--- config.mk ---
export PLATFORM = sky130hd
export DESIGN_NAME = wide_add_sequencer
export DESIGN_NICKNAME = d
export VERILOG_FILES = /design/src/rtl/wide_add_sequencer_pkg.sv /design/src/rtl/wide_add_sequencer_cla_slice.sv /design/src/rtl/wide_add_sequencer.sv
export SDC_FILE = /design/constraint.sdc
export NUM_CORES = 1
export LEC_CHECK = 0
export CAP_MARGIN = 20
export CORE_UTILIZATION = 40
export DETAILED_ROUTE_END_ITERATION = 12
export PLACE_DENSITY = 0.65
export SLEW_MARGIN = 25
export SYNTH_ARGS = -nofsm -noshare
export SYNTH_HDL_FRONTEND = slang
export SYNTH_SLANG_ARGS = --single-unit
--- constraint.sdc ---
create_clock -name clk -period 6.9 [get_ports clk]
set_clock_uncertainty 0.2 [all_clocks]
set_input_delay 1.38 -clock clk [delete_from_list [all_inputs] [get_ports clk]]
set_output_delay 1.38 -clock clk [all_outputs]
set_load 0.01 [all_outputs]
--- src/rtl/wide_add_sequencer_pkg.sv ---
// Shared definitions for the wide add/subtract sequencer: controller state
// encoding and the default slice geometry.
package wide_add_sequencer_pkg;

  typedef enum logic [1:0] {
    ST_IDLE = 2'd0,
    ST_RUN  = 2'd1,
    ST_DONE = 2'd2
  } state_t;

  localparam int DEFAULT_WORD_W    = 16;
  localparam int DEFAULT_NUM_WORDS = 4;

endpackage

--- src/rtl/wide_add_sequencer_cla_slice.sv ---
// Combinational WORD_W-bit carry-lookahead adder built from 4-bit P/G groups
// with a second lookahead level across the groups.
module cla_slice #(
  parameter int WORD_W = 16
) (
  input  logic [WORD_W-1:0] a,
  input  logic [WORD_W-1:0] b,
  input  logic              cin,
  output logic [WORD_W-1:0] sum,
  output logic              cout
);

  localparam int NG = WORD_W / 4;

  logic [WORD_W-1:0] p;
  logic [WORD_W-1:0] g;
  logic [WORD_W-1:0] c;
  logic [NG-1:0]     gp;
  logic [NG-1:0]     gg;
  logic [NG:0]       gc;

  assign p = a ^ b;
  assign g = a & b;

  always_comb begin
    gp = '0;
    gg = '0;
    for (int j = 0; j < NG; j++) begin
      gp[j] = &p[4*j +: 4];
      gg[j] = g[4*j+3]
            | (p[4*j+3] & g[4*j+2])
            | (p[4*j+3] & p[4*j+2] & g[4*j+1])
            | (p[4*j+3] & p[4*j+2] & p[4*j+1] & g[4*j]);
    end
  end

  // Each group carry is a flat sum of products over all lower groups and cin.
  always_comb begin : group_carry
    logic term;
    logic prop;
    gc    = '0;
    term  = 1'b0;
    prop  = 1'b0;
    gc[0] = cin;
    for (int j = 0; j < NG; j++) begin
      term = gg[j];
      prop = gp[j];
      for (int k = j - 1; k >= 0; k--) begin
        term = term | (prop & gg[k]);
        prop = prop & gp[k];
      end
      gc[j+1] = term | (prop & cin);
    end
  end

  always_comb begin
    c = '0;
    for (int j = 0; j < NG; j++) begin
      c[4*j]   = gc[j];
      c[4*j+1] = g[4*j] | (p[4*j] & gc[j]);
      c[4*j+2] = g[4*j+1] | (p[4*j+1] & g[4*j])
               | (p[4*j+1] & p[4*j] & gc[j]);
      c[4*j+3] = g[4*j+2] | (p[4*j+2] & g[4*j+1])
               | (p[4*j+2] & p[4*j+1] & g[4*j])
               | (p[4*j+2] & p[4*j+1] & p[4*j] & gc[j]);
    end
  end

  assign sum  = p ^ c;
  assign cout = gc[NG];

endmodule

--- src/rtl/wide_add_sequencer.sv ---
// Multi-cycle wide adder/subtractor: one shared CLA slice walks the operand
// words LSB-first, chaining its carry through a register between cycles.
module wide_add_sequencer
  import wide_add_sequencer_pkg::*;
#(
  parameter int WORD_W    = DEFAULT_WORD_W,
  parameter int NUM_WORDS = DEFAULT_NUM_WORDS,
  localparam int OP_W     = WORD_W * NUM_WORDS
) (
  input  logic            clk,
  input  logic            rst_n,
  input  logic            in_valid,
  output logic            in_ready,
  input  logic [OP_W-1:0] in_a,
  input  logic [OP_W-1:0] in_b,
  input  logic            in_cin,
  input  logic            in_sub,
  output logic            out_valid,
  input  logic            out_ready,
  output logic [OP_W-1:0] out_sum,
  output logic            out_cout,
  output logic            out_ovf
);

  localparam int              IDX_W    = (NUM_WORDS > 1) ? $clog2(NUM_WORDS) : 1;
  localparam logic [IDX_W-1:0] LAST_IDX = IDX_W'(NUM_WORDS - 1);

  state_t            state;
  state_t            next_state;
  logic [IDX_W-1:0]  idx;
  logic [OP_W-1:0]   a_reg;
  logic [OP_W-1:0]   b_reg;
  logic              carry;
  logic [OP_W-1:0]   sum_reg;
  logic              cout_reg;
  logic              ovf_reg;
  logic [WORD_W-1:0] slice_a;
  logic [WORD_W-1:0] slice_b;
  logic [WORD_W-1:0] slice_sum;
  logic              slice_cout;

  assign slice_a = a_reg[int'(idx)*WORD_W +: WORD_W];
  assign slice_b = b_reg[int'(idx)*WORD_W +: WORD_W];

  cla_slice #(
    .WORD_W (WORD_W)
  ) u_slice (
    .a    (slice_a),
    .b    (slice_b),
    .cin  (carry),
    .sum  (slice_sum),
    .cout (slice_cout)
  );

  always_ff @(posedge clk or negedge rst_n) begin
    if (!rst_n) state <= ST_IDLE;
    else        state <= next_state;
  end

  always_comb begin
    next_state = state;
    in_ready   = 1'b0;
    out_valid  = 1'b0;
    case (state)
      ST_IDLE: begin
        in_ready = 1'b1;
        if (in_valid) next_state = ST_RUN;
      end
      ST_RUN: begin
        if (idx == LAST_IDX) next_state = ST_DONE;
      end
      ST_DONE: begin
        out_valid = 1'b1;
        if (out_ready) next_state = ST_IDLE;
      end
      default: next_state = ST_IDLE;
    endcase
  end

  // Subtraction is folded in at accept time: B is inverted and the carry seeded with 1.
  always_ff @(posedge clk or negedge rst_n) begin
    if (!rst_n) begin
      idx      <= '0;
      a_reg    <= '0;
      b_reg    <= '0;
      carry    <= 1'b0;
      sum_reg  <= '0;
      cout_reg <= 1'b0;
      ovf_reg  <= 1'b0;
    end else begin
      case (state)
        ST_IDLE: begin
          if (in_valid) begin
            a_reg    <= in_a;
            b_reg    <= in_sub ? ~in_b : in_b;
            carry    <= in_sub | in_cin;
            idx      <= '0;
            sum_reg  <= '0;
            cout_reg <= 1'b0;
            ovf_reg  <= 1'b0;
          end
        end
        ST_RUN: begin
          sum_reg[int'(idx)*WORD_W +: WORD_W] <= slice_sum;
          carry <= slice_cout;
          if (idx == LAST_IDX) begin
            idx      <= '0;
            cout_reg <= slice_cout;
            ovf_reg  <= (slice_a[WORD_W-1] == slice_b[WORD_W-1])
                      & (slice_sum[WORD_W-1] != slice_a[WORD_W-1]);
          end else begin
            idx <= idx + IDX_W'(1);
          end
        end
        default: begin
        end
      endcase
    end
  end

  assign out_sum  = sum_reg;
  assign out_cout = cout_reg;
  assign out_ovf  = ovf_reg;

endmodule

# After elaboration in Yosys (flattened, before gate mapping)
# Cells that the tools add are included.
# totals
ff_bits,199
latchBits,0
mem_bits_rw,0
rom_bits,0
inputBits,134
out_inout_bits,68
memories,0
# classes
addsub,2
mul,0
n_div,0
n_lt_le_gt_ge,0
eq_ne,8
shifts,4
n_mux,20
bitwise_logic,124
n_reduce_logical,10
# ops
op,count
$mux W64,2
$pmux W64 S2,1
$shiftx A64 B7 Y16,2
$and A1 B1 Y1,73
$bwmux W64,1
$not A64 Y64,1
$shift A16 B33 Y64 const A,1
$shiftx A16 B33 Y64,1
$or A1 B1 Y1,47
$neg A6 Y33,1
$xor A16 B16 Y16,2
$and A16 B16 Y16,1
$reduce_and A4 Y1,4
$mux W2,5
$mux W1,6
$ne A2 B2 Y1 const B,3
$pmux W1 S2,3
$pmux W2 S3,1
$reduce_and A3 Y1,2
$eq A2 B2 Y1 const B,2
$pmux W2 S2,1
$reduce_and A2 Y1,2
$add A2 B1 Y2 const B,1
$eq A2 B1 Y1 const B,1
4 further kinds,4

# Longest topological paths before layout
# depth
depth_word,17
depth_mapped,11

# Modules after synthesis
# From an unflattened synthesis, not the netlist that was laid out.
# hier_totals
hier_cells,889
hier_area_um2,9615.5
# by_module_without_submodules
mod,n_inst,cells_each,area_each_um2,seq_area_each_um2
wide_add_sequencer,1,784,8769.7,4979.8
cla_slice,1,105,845.8,0.0

# Least setup slack after synthesis
# Ideal clock, no wire load.
# synth_path
kind,reg-to-reg
from,register idx[0]
to,"register sum_reg[45], in the netlist out_sum[45]"
arrival_ps,3469
setup_slack_ps,3110
path_stages_with_launch,12
path_cell_list,dfrtp_1 buf_2 buf_2 mux4_2 ha_1 a21o_1 a221oi_2 o21ai_2 o21ba_2 fa_1 xor2_1 a22o_1
# synth_between
elab_chain_len,16
# synth_lines
element,line_no,rtl
"start, declared",wide_add_sequencer.sv:30,logic [IDX_W-1:0] idx;
"start signal, assigned",wide_add_sequencer.sv:112,idx <= idx + IDX_W'(1);
"$shiftx A64 B7 Y16, on equally long branches","wide_add_sequencer.sv:42, wide_add_sequencer.sv:43",
$xor A16 B16 Y16 or $and A16 B16 Y16 (tied branches),"wide_add_sequencer_cla_slice.sv:22, wide_add_sequencer_cla_slice.sv:23",
"$and A1 B1 Y1, on equally long branches","wide_add_sequencer_cla_slice.sv:31, wide_add_sequencer_cla_slice.sv:32, wide_add_sequencer_cla_slice.sv:33",
$or A1 B1 Y1 (tied with other cells),wide_add_sequencer_cla_slice.sv:31,| (p[4*j+3] & g[4*j+2])
$or A1 B1 Y1 or $and A1 B1 Y1 (tied branches),"wide_add_sequencer_cla_slice.sv:32, wide_add_sequencer_cla_slice.sv:33",
$or A1 B1 Y1,wide_add_sequencer_cla_slice.sv:33,| (p[4*j+3] & p[4*j+2] & p[4*j+1] & g[4*j]);
$and A1 B1 Y1,wide_add_sequencer_cla_slice.sv:49,term = term | (prop & gg[k]);
$or A1 B1 Y1 (2 in series),wide_add_sequencer_cla_slice.sv:49,
$or A1 B1 Y1,wide_add_sequencer_cla_slice.sv:52,gc[j+1] = term | (prop & cin);
"$and A1 B1 Y1, on equally long branches","wide_add_sequencer_cla_slice.sv:60, wide_add_sequencer_cla_slice.sv:62, wide_add_sequencer_cla_slice.sv:65",
"$or A1 B1 Y1, on equally long branches","wide_add_sequencer_cla_slice.sv:60, wide_add_sequencer_cla_slice.sv:62, wide_add_sequencer_cla_slice.sv:65",
$xor A16 B16 Y16,wide_add_sequencer_cla_slice.sv:69,assign sum = p ^ c;
$shiftx A16 B33 Y64,wide_add_sequencer.sv:104,sum_reg[int'(idx)*WORD_W +: WORD_W] <= slice_sum;
$bwmux W64 *,wide_add_sequencer.sv:104,
$pmux W64 S2 *,wide_add_sequencer.sv:91,case (state)
"end signal, assigned by index",wide_add_sequencer.sv:104,
"end, declared",wide_add_sequencer.sv:34,logic [OP_W-1:0] sum_reg;
# Mark *: on every way between the ends. The rest lies on a longest branch, timed or not.
# A chain may end at the register's enable or synchronous reset.

# Worst setup path after layout
# Same ends and word-level chain as after synthesis.

==> impl_results.md <==
* Routability Congestion at 0.804
* Initial Utilization at 0.412
* Lkg Pwr at approximately 5.5 nW
* Vias in the first global route at roughly 7000
* XOR/XNOR Fraction of Synth Area at 0.0704
* Clk Latency, worst-skew pair at 0.43 ns
* Drt total wl at between 20000 and 25000 um
* # port buffers at 201
* Final hold vios at 0
* Die ar. at between 20000 and 25000 sq um
* Largest net degree at the start of global routing at ~130
* CTS Sinks at between 150 and 200
* Place WS at approximately 2.5 ns
* Share of cells above drive strength 1 at 0.0851
* Number of synthesized flops with an enable pin at 0
* Via density at between 5 and 6
* Worst IR drop on VDD at 0.287 mV
* Count leader, synth: nand2_1
* Synth top area cells: dfrtp_1 53%, nand2_1 11%, mux4_2 7.6%
* Avg WL per Cell at 17.5 um
* Post-cts hold buffer count at 0
* Yosys warnings at 0
* Crit. End Element: register
* Root Driver: clkbuf_16
* Main combinational cell family by area after synthesis: compound AO/OA/AOI/OAI gates
* Post-layout nets at about 1200
* Row count at 55
* Post-synth cell types at between 50 and 60
* Worst EP required at between 7 and 8 ns
* Mux contribution to synthesized area at 0.0775
* Antenna diode count at 0
* Clock tree buffer depth at 2
* Critical Path Fanout Max at 27
* Simple-gate area share of the yosys netlist at 0.128
* Number of vias in the routed layout at 6867
* Status: completed
* Worst hold path class: register to register
* Die H at 156 um
* Max-slew violation count at 0
* Global route total overflow at 0
* ANT nets after route at 0
* Post-Synth Adder-Cell Area at 0.0350
* Hold WS at 0.273 ns
* Worst EP arrival at roughly 4.5 ns
* Slew HR at 0.354
* Switching share of power at 0.423
* Average cell area after synthesis at between 10 and 15 sq um
* DRC violations left at 0
* Overall Global Routing Usage at 0.210
* Io pins at 202
* Cell area power density at 511 nW/um^2
* MaxCap Viol Count at 0
* Post-Synthesis Cell Area at 9430 sq um
* Worst slew pin tran at 0.969 ns
* DIE WIDTH at roughly 160 um
* Number of setup violations in the final report at 0
* Post-DP HPWL at between 15000 and 20000 um
* Synth-to-layout area growth at 29.9%
* Post-synthesis net count at approximately 1000
* Setup CP Type: register to register
* Post-CTS Setup Inserts at 0
* Synth top cells by count: 271 x nand2_1, 199 x dfrtp_1, 74 x o21ai_0
* Synthesized flop and latch total at between 150 and 200
* Antenna violations before repair at 0
* Post-synthesis compound-gate area fraction at 0.130
* Combinational share of power at 0.520
* H-tree Lvls at 4
* Crit path time final at between 4 and 5 ns
* Clock Power Share at 0.155
* Final Power at ~6.3 mW
* Post-route setup slack at 2.52 ns
* Cells after Synth at between 800 and 900
* Global-route wire length before repair at between 30000 and 40000 um
* First-pass detailed-route iteration total at 5
* Post-CTS Resized at 0
* Initial DRC count at ~440
* Cell taking the most area after synthesis: dfrtp_1
* Pint at ~3.6 mW
* TritonCTS buffer count at 17
* Synth top area share at 0.528
* Ys async rst share at 1.00
* Clk slew on worst S/H paths at roughly 0.060 ns
* Setup crit start kind: register
* CTS tree: built
* Sequential fraction of the synthesis area at 0.528
* P_sw at 2.65 mW
* RSZ-0062 raised after global routing: no
* Final setup TNS at 0 ns
* Max Clock Freq at 228 MHz
* Share of power burned in registers at 0.326
* Main synth FF type: dfrtp_1
* Fin crit share at 0.634
* CORE AREA at 22900 sq um
-- through the flow --
step | area [sq um] | cells | utilization
6_report | 12300 | 1371 | 0.535
3_5_place_dp | 11700 | 1340 | 0.509
2_1_floorplan | 9430 | 872 | -
5_1_grt | 12300 | 1371 | 0.535
4_1_cts | 12200 | 1371 | 0.534
3_3_place_gp | 11700 | 1340 | 0.509
-- worst max-delay path, stage by stage, from the launching register on --
cell	delay, ns
dfrtp_2	0.89
buf_4	0.43
mux4_2	0.55
ha_1	0.37
and3_1	0.23
a221oi_2	0.34
o21ai_2	0.18
o21ba_2	0.25
fa_1	0.38
xor2_1	0.30
a22o_1	0.19
-- cell families (layout without fill, tap and decap cells) --
kind of cell    count (synthesis)  after routing
compound gates                173            173
xor+xnor                       75             75
fa+ha+maj                      24             24
buf+inv                        64            250
flops                         199            199
mux                            33             33
simple gates                  304            304
-- cells in the final DEF, fill, tap and decap left out, types with 7 or more instances in the layout --
cell	n
a21oi_1	9
mux4_2	32
clkdlybuf4s50_1	199
nand2_1	270
o21ai_0	74
xnor2_1	68
nor2_1	7
ha_1	20
a22o_1	56
dfrtp_1	197
clkbuf_16	17
buf_4	10
inv_1	9
-- layer usage --
metal,track usage,vias up,share of wire
met5,0,-,0
met4,0.0719,0,0.021
met3,0.0375,29,0.050
met2,0.336,204,0.47
met1,0.289,3296,0.46
li1,-,3338,-
-- final timing paths --
path                            from          end  slack, ns  depth (start not counted)
max                           idx[0]  out_sum[45]       2.52                         10
min                        a_reg[45]    a_reg[45]       0.27                          2
max reg2reg                   idx[0]  out_sum[45]       2.52                         10
min reg2reg                a_reg[45]    a_reg[45]       0.27                          2
max in group asynchronous      rst_n    a_reg[19]       4.45                          2
min in group asynchronous      rst_n    a_reg[31]       0.81                          1
-- cell type report --
class,instances,area (sq um)
Fill cell,2028,10700
Sequential cell,199,4980
Multi-Input combinational cell,609,4200
Timing Repair Buffer,210,2080
Clock buffer,22,474
Tap cell,313,392
Clock inverter,9,93.8
Inverter,9,33.8
-- power groups by stage --
| stage | clock (mW) | combinational (mW) | sequential (mW) |
|---|---|---|---|
| finish | 0.969 | 3.25 | 2.04 |
| global route | 1.03 | 3.59 | 2.11 |
| CTS | 0.980 | 3.28 | 2.05 |
| detailed placement | 0 | 3.27 | 2.07 |
| global placement | 0 | 3.20 | 2.06 |
| floorplan | 0 | 2.24 | 1.93 |
(Power assumes the default switching activity.)
==> patch 1 (same flow settings) <==
The 3 states of `state_t` get a one-hot encoding in 3 bits.
--- a/src/rtl/wide_add_sequencer_pkg.sv
+++ b/src/rtl/wide_add_sequencer_pkg.sv
@@ -4,6 +4,6 @@
 
-  typedef enum logic [1:0] {
-    ST_IDLE = 2'd0,
-    ST_RUN  = 2'd1,
-    ST_DONE = 2'd2
+  typedef enum logic [2:0] {
+    ST_IDLE = 3'b001,
+    ST_RUN  = 3'b010,
+    ST_DONE = 3'b100
   } state_t;
Check against the original RTL: same outputs for any inputs over 4 cycles, from zero or initial values and one cycle with rst_n low; so few cycles prove little.
==> patch 1 against the original RTL <==
Routed wire length is 1.7% lower; non-clock buffer count increased by 1; fmax increased by 3.7%; cell area is the same; power fell by 9.9%; sequential cell count increased by 1; sequential share of layout area up 0.21 points; worst setup slack better by 0.16 ns; die area fell by 0.40%; synthesized area is 0.41% lower; highest routed layer unchanged.
==> patch 1: results (changes against the original RTL) <==
Nets = 1216 (was 1204)
Leakage Power = 5.47 nW (was 5.49 nW)
Fillers = 2078 (was 2028)
DR vias = 6965 (was 6867)
met3 routed WL = 1050 microns (was 1200 microns)
routability-driven placement congestion ratio = 0.802 (was 0.804)
net switching power of the design = 2.39 mW (was 2.65 mW)
number of global-route vias before repair = 6882 (was 6990)
first drt pass iteration count = 4 (was 5)
result of the run = complete, no violations (unchanged)
Critical Path Slowest Stage Cell = mux4_2 (was dfrtp_2)
first-pass GRT wire length = 37600 microns (was 38400 microns)
largest stage delay on the critical path = 0.62 ns (was 0.89 ns)
area of combinational cells with multiple inputs = 4140 sq um (was 4200 sq um)
register-to-register setup slack = 2.68 ns (was 2.52 ns)
largest cells by area after synthesis = dfrtp_1, nand2_1, mux4_2, xnor2_1, a22o_1 (unchanged)
post-synth net total = 1042 (was 1030)
grt met1 use = 0.287 (was 0.289)
sequential share of the synthesized area = 0.533 (was 0.528)
Final clock-cell share = 0.0478 (was 0.0464)
worst min-delay path endpoint = a_reg[29]$_DFFE_PN0P_ (was a_reg[45]$_DFFE_PN0P_)
share of cells above drive strength 1 = 0.0851 (about the same)
largest fanout on the critical path = 35 (was 27)
routed wl met2 = 11200 microns (was 11400 microns)
origin of the worst min-delay path = a_reg[29]$_DFFE_PN0P_ (was a_reg[45]$_DFFE_PN0P_)
wire length per cell after detailed routing = 17.1 microns (was 17.5 microns)
combinational group power = 2.77 mW (was 3.25 mW)
routed metal-1 wirelength = 10900 microns (about the same)
share of the final layout cell area in sequential cells = 0.409 (was 0.407)
layout buffer count excluding clock buffers = 211 (was 210)
Non-clock buffer share = 0.170 (about the same)
ranking of synthesized cells by instance count = nand2_1, dfrtp_1, o21ai_0 (unchanged)
count of clock buffers in the final design = 19 (was 22)
-- patch 1: cell count changes after synthesis, sizes merged, moves of 4 or more --
cell    before  now
nand2      271  276
clkbuf      34   38
o31ai        6    2
a21oi       12   16
-- patch 1: logic make-up (layout without fill, tap and decap cells) --
logic type	count (synthesis)	count (layout)	synth area share
xor gates and xnor gates	74	74	0.0690
adders and majority gates	26	26	0.0378
buffers and inverters	67	254	0.0277
DFF	200	200	0.533
muxes	32	32	0.0767
and+or+nand+nor	309	309	0.132
AOI/OAI and AO/OA	174	174	0.124
-- patch 1: metrics by stage --
| stage | hold WS [ns] | cell area [sq um] |
|---|---|---|
| final | 0.276 | 12300 |
| after global routing | 0.291 | 12300 |
| after CTS | 0.279 | 12300 |
| after detailed placement | 0.260 | 11700 |
| after global placement | 0.256 | 11700 |
| after floorplan | 0.240 | 9390 |
==> patch 2 (config.mk and constraints unchanged) <==
Made on the original files. Set the package constant `DEFAULT_WORD_W` to 12 (it was 16).
--- a/src/rtl/wide_add_sequencer_pkg.sv
+++ b/src/rtl/wide_add_sequencer_pkg.sv
@@ -10,3 +10,3 @@
 
-  localparam int DEFAULT_WORD_W    = 16;
+  localparam int DEFAULT_WORD_W    = 12;
   localparam int DEFAULT_NUM_WORDS = 4;
Interface: changed (resized in_a, in_b and out_sum); port bits go from 202 to 154. The function was not compared with the original's and may differ.
==> patch 2 against the original RTL <==
Global-route usage grew 0.44 points; routed wire length shrank 16%; worst setup slack got worse by 0.47 ns; sequential cell count down 48; cell area shrank 18%; sequential share of layout area fell by 3.2 points; power fell by 7.4%; synthesized area decreased by 18%; critical endpoint is now out_sum[29]$_DFFE_PN0P_; largest cell class unchanged.
==> patch 2: results (changes against the original RTL) <==
data arrival at the endpoint of the critical path = 4.98 ns (was 4.54 ns)
largest net degree at the start of global routing = 108 (was 129)
number of global-route vias before repair = 6223 (was 6990)
routability-driven placement congestion ratio = 0.881 (was 0.804)
fraction of synthesized cell area in xor and xnor cells = 0.0623 (was 0.0704)
count of placed standard cells including taps = 1150 (was 1340)
met3 routed WL = 1110 microns (was 1200 microns)
slack of the critical path = 2.05 ns (was 2.52 ns)
met3 Use GR = 0.0455 (was 0.0375)
CTS buffer count = 17 (unchanged)
Critical path destination = out_sum[29]$_DFFE_PN0P_ (was out_sum[45]$_DFFE_PN0P_)
number of antenna diodes = 0 (unchanged)
share of cells above drive strength 1 = 0.0889 (was 0.0851)
Unique masters post-synth = 62 (was 53)
portion of netlist area occupied by mux cells = 0.0738 (was 0.0775)
synthesized-area fraction occupied by ao, oa, aoi and oai cells = 0.141 (was 0.130)
dpl ws = 2.05 ns (was 2.50 ns)
largest cells by area after synthesis = dfrtp_1, nand2_1, mux4_2, xnor2_1, o21ai_0 (was dfrtp_1, nand2_1, mux4_2, xnor2_1, a22o_1)
routed wl met2 = 9590 microns (was 11400 microns)
Total GRT Usage = 0.215 (was 0.210)
grt met1 use = 0.295 (was 0.289)
half-perimeter wire length of the detailed placement result = 14800 microns (was 17700 microns)
clock slew at reported path FFs = 0.06 ns (about the same)
maximum vdd ir drop = 0.293 mV (was 0.287 mV)
Nets = 1033 (was 1204)
Port Buffer Count = 153 (was 201)
global routing met2 resource utilization = 0.347 (was 0.336)
Post-Place Cell Area = 9440 sq um (was 11700 sq um)
wire length per cell after detailed routing = 17.1 microns (was 17.5 microns)
max-slew violation count = 0 (unchanged)
fraction of the mapped netlist area in adder cells = 0.0369 (was 0.0350)
sequential share of the synthesized area = 0.489 (was 0.528)
post-synth net total = 902 (was 1030)
final wirelength = 20200 microns (was 24000 microns)
net switching power of the design = 2.62 mW (was 2.65 mW)
Max transition margin = 0.287 (was 0.354)
largest fanout on the critical path = 28 (was 27)
result of the run = complete, no violations (unchanged)
ranking of synthesized cells by instance count = nand2_1, dfrtp_1, o21ai_0 (unchanged)
routed metal-1 wirelength = 9280 microns (was 10900 microns)
average cell area after synthesis = 9.93 sq um (was 10.8 sq um)
Leakage Power = 4.45 nW (was 5.49 nW)
first-pass GRT wire length = 33100 microns (was 38400 microns)
r2r worst-path depth = 13 (was 10)
==> patch 2: changes by cell type in the layout (fill, tap and decap cells not counted), moves of 5 or more <==
cell             delta
a22o_1             -41
inv_1               +6
clkdlybuf4s50_1    -48
mux4_2              -8
nor4_1              +5
xnor2_1            -17
nand3_1             +5
nor2_1             +13
dfrtp_1            -47
nand2_1            -38
==> patch 2: logic make-up (layout without fill, tap and decap cells) <==
| kind of cell | count (synthesis) | in the layout |
|---|---|---|
| DFF | 151 | 151 |
| AOI/OAI and AO/OA | 158 | 158 |
| and+or+nand+nor | 303 | 303 |
| muxes | 27 | 27 |
| buffers and inverters | 64 | 207 |
| adders and majority gates | 21 | 21 |
| xor gates and xnor gates | 55 | 55 |
==> patch 2: critical path, cell delays in order (launching register included) <==
cell	delay, ns
dfrtp_2	0.69
buf_4	0.50
mux4_2	0.59
ha_1	0.33
or2_2	0.30
a31oi_2	0.31
or2_1	0.19
nand2_1	0.09
fa_1	0.40
xnor2_1	0.19
a211oi_1	0.49
a21o_1	0.19
a21oi_1	0.09
o21ai_0	0.19
==> patch 2: final cells by class <==
| cell class | count | area, sq um |
|---|---|---|
| inverters | 15 | 56.3 |
| repair buffers | 161 | 1610 |
| fillers | 1720 | 8740 |
| clock inverters | 10 | 145 |
| clock buffers | 21 | 470 |
| well taps | 260 | 325 |
| flip-flops and latches | 151 | 3780 |
| multi-input cells | 564 | 3700 |
==> patch 2: power groups by stage <==
stage                     clock, mW  combinational [mW]  sequential, mW
after floorplan                   0                2.33            1.43
after global placement            0                3.27            1.51
after detailed placement          0                3.30            1.51
after CTS                     0.979                3.32            1.49
after global routing           1.02                3.65            1.54
final                         0.966                3.34            1.49
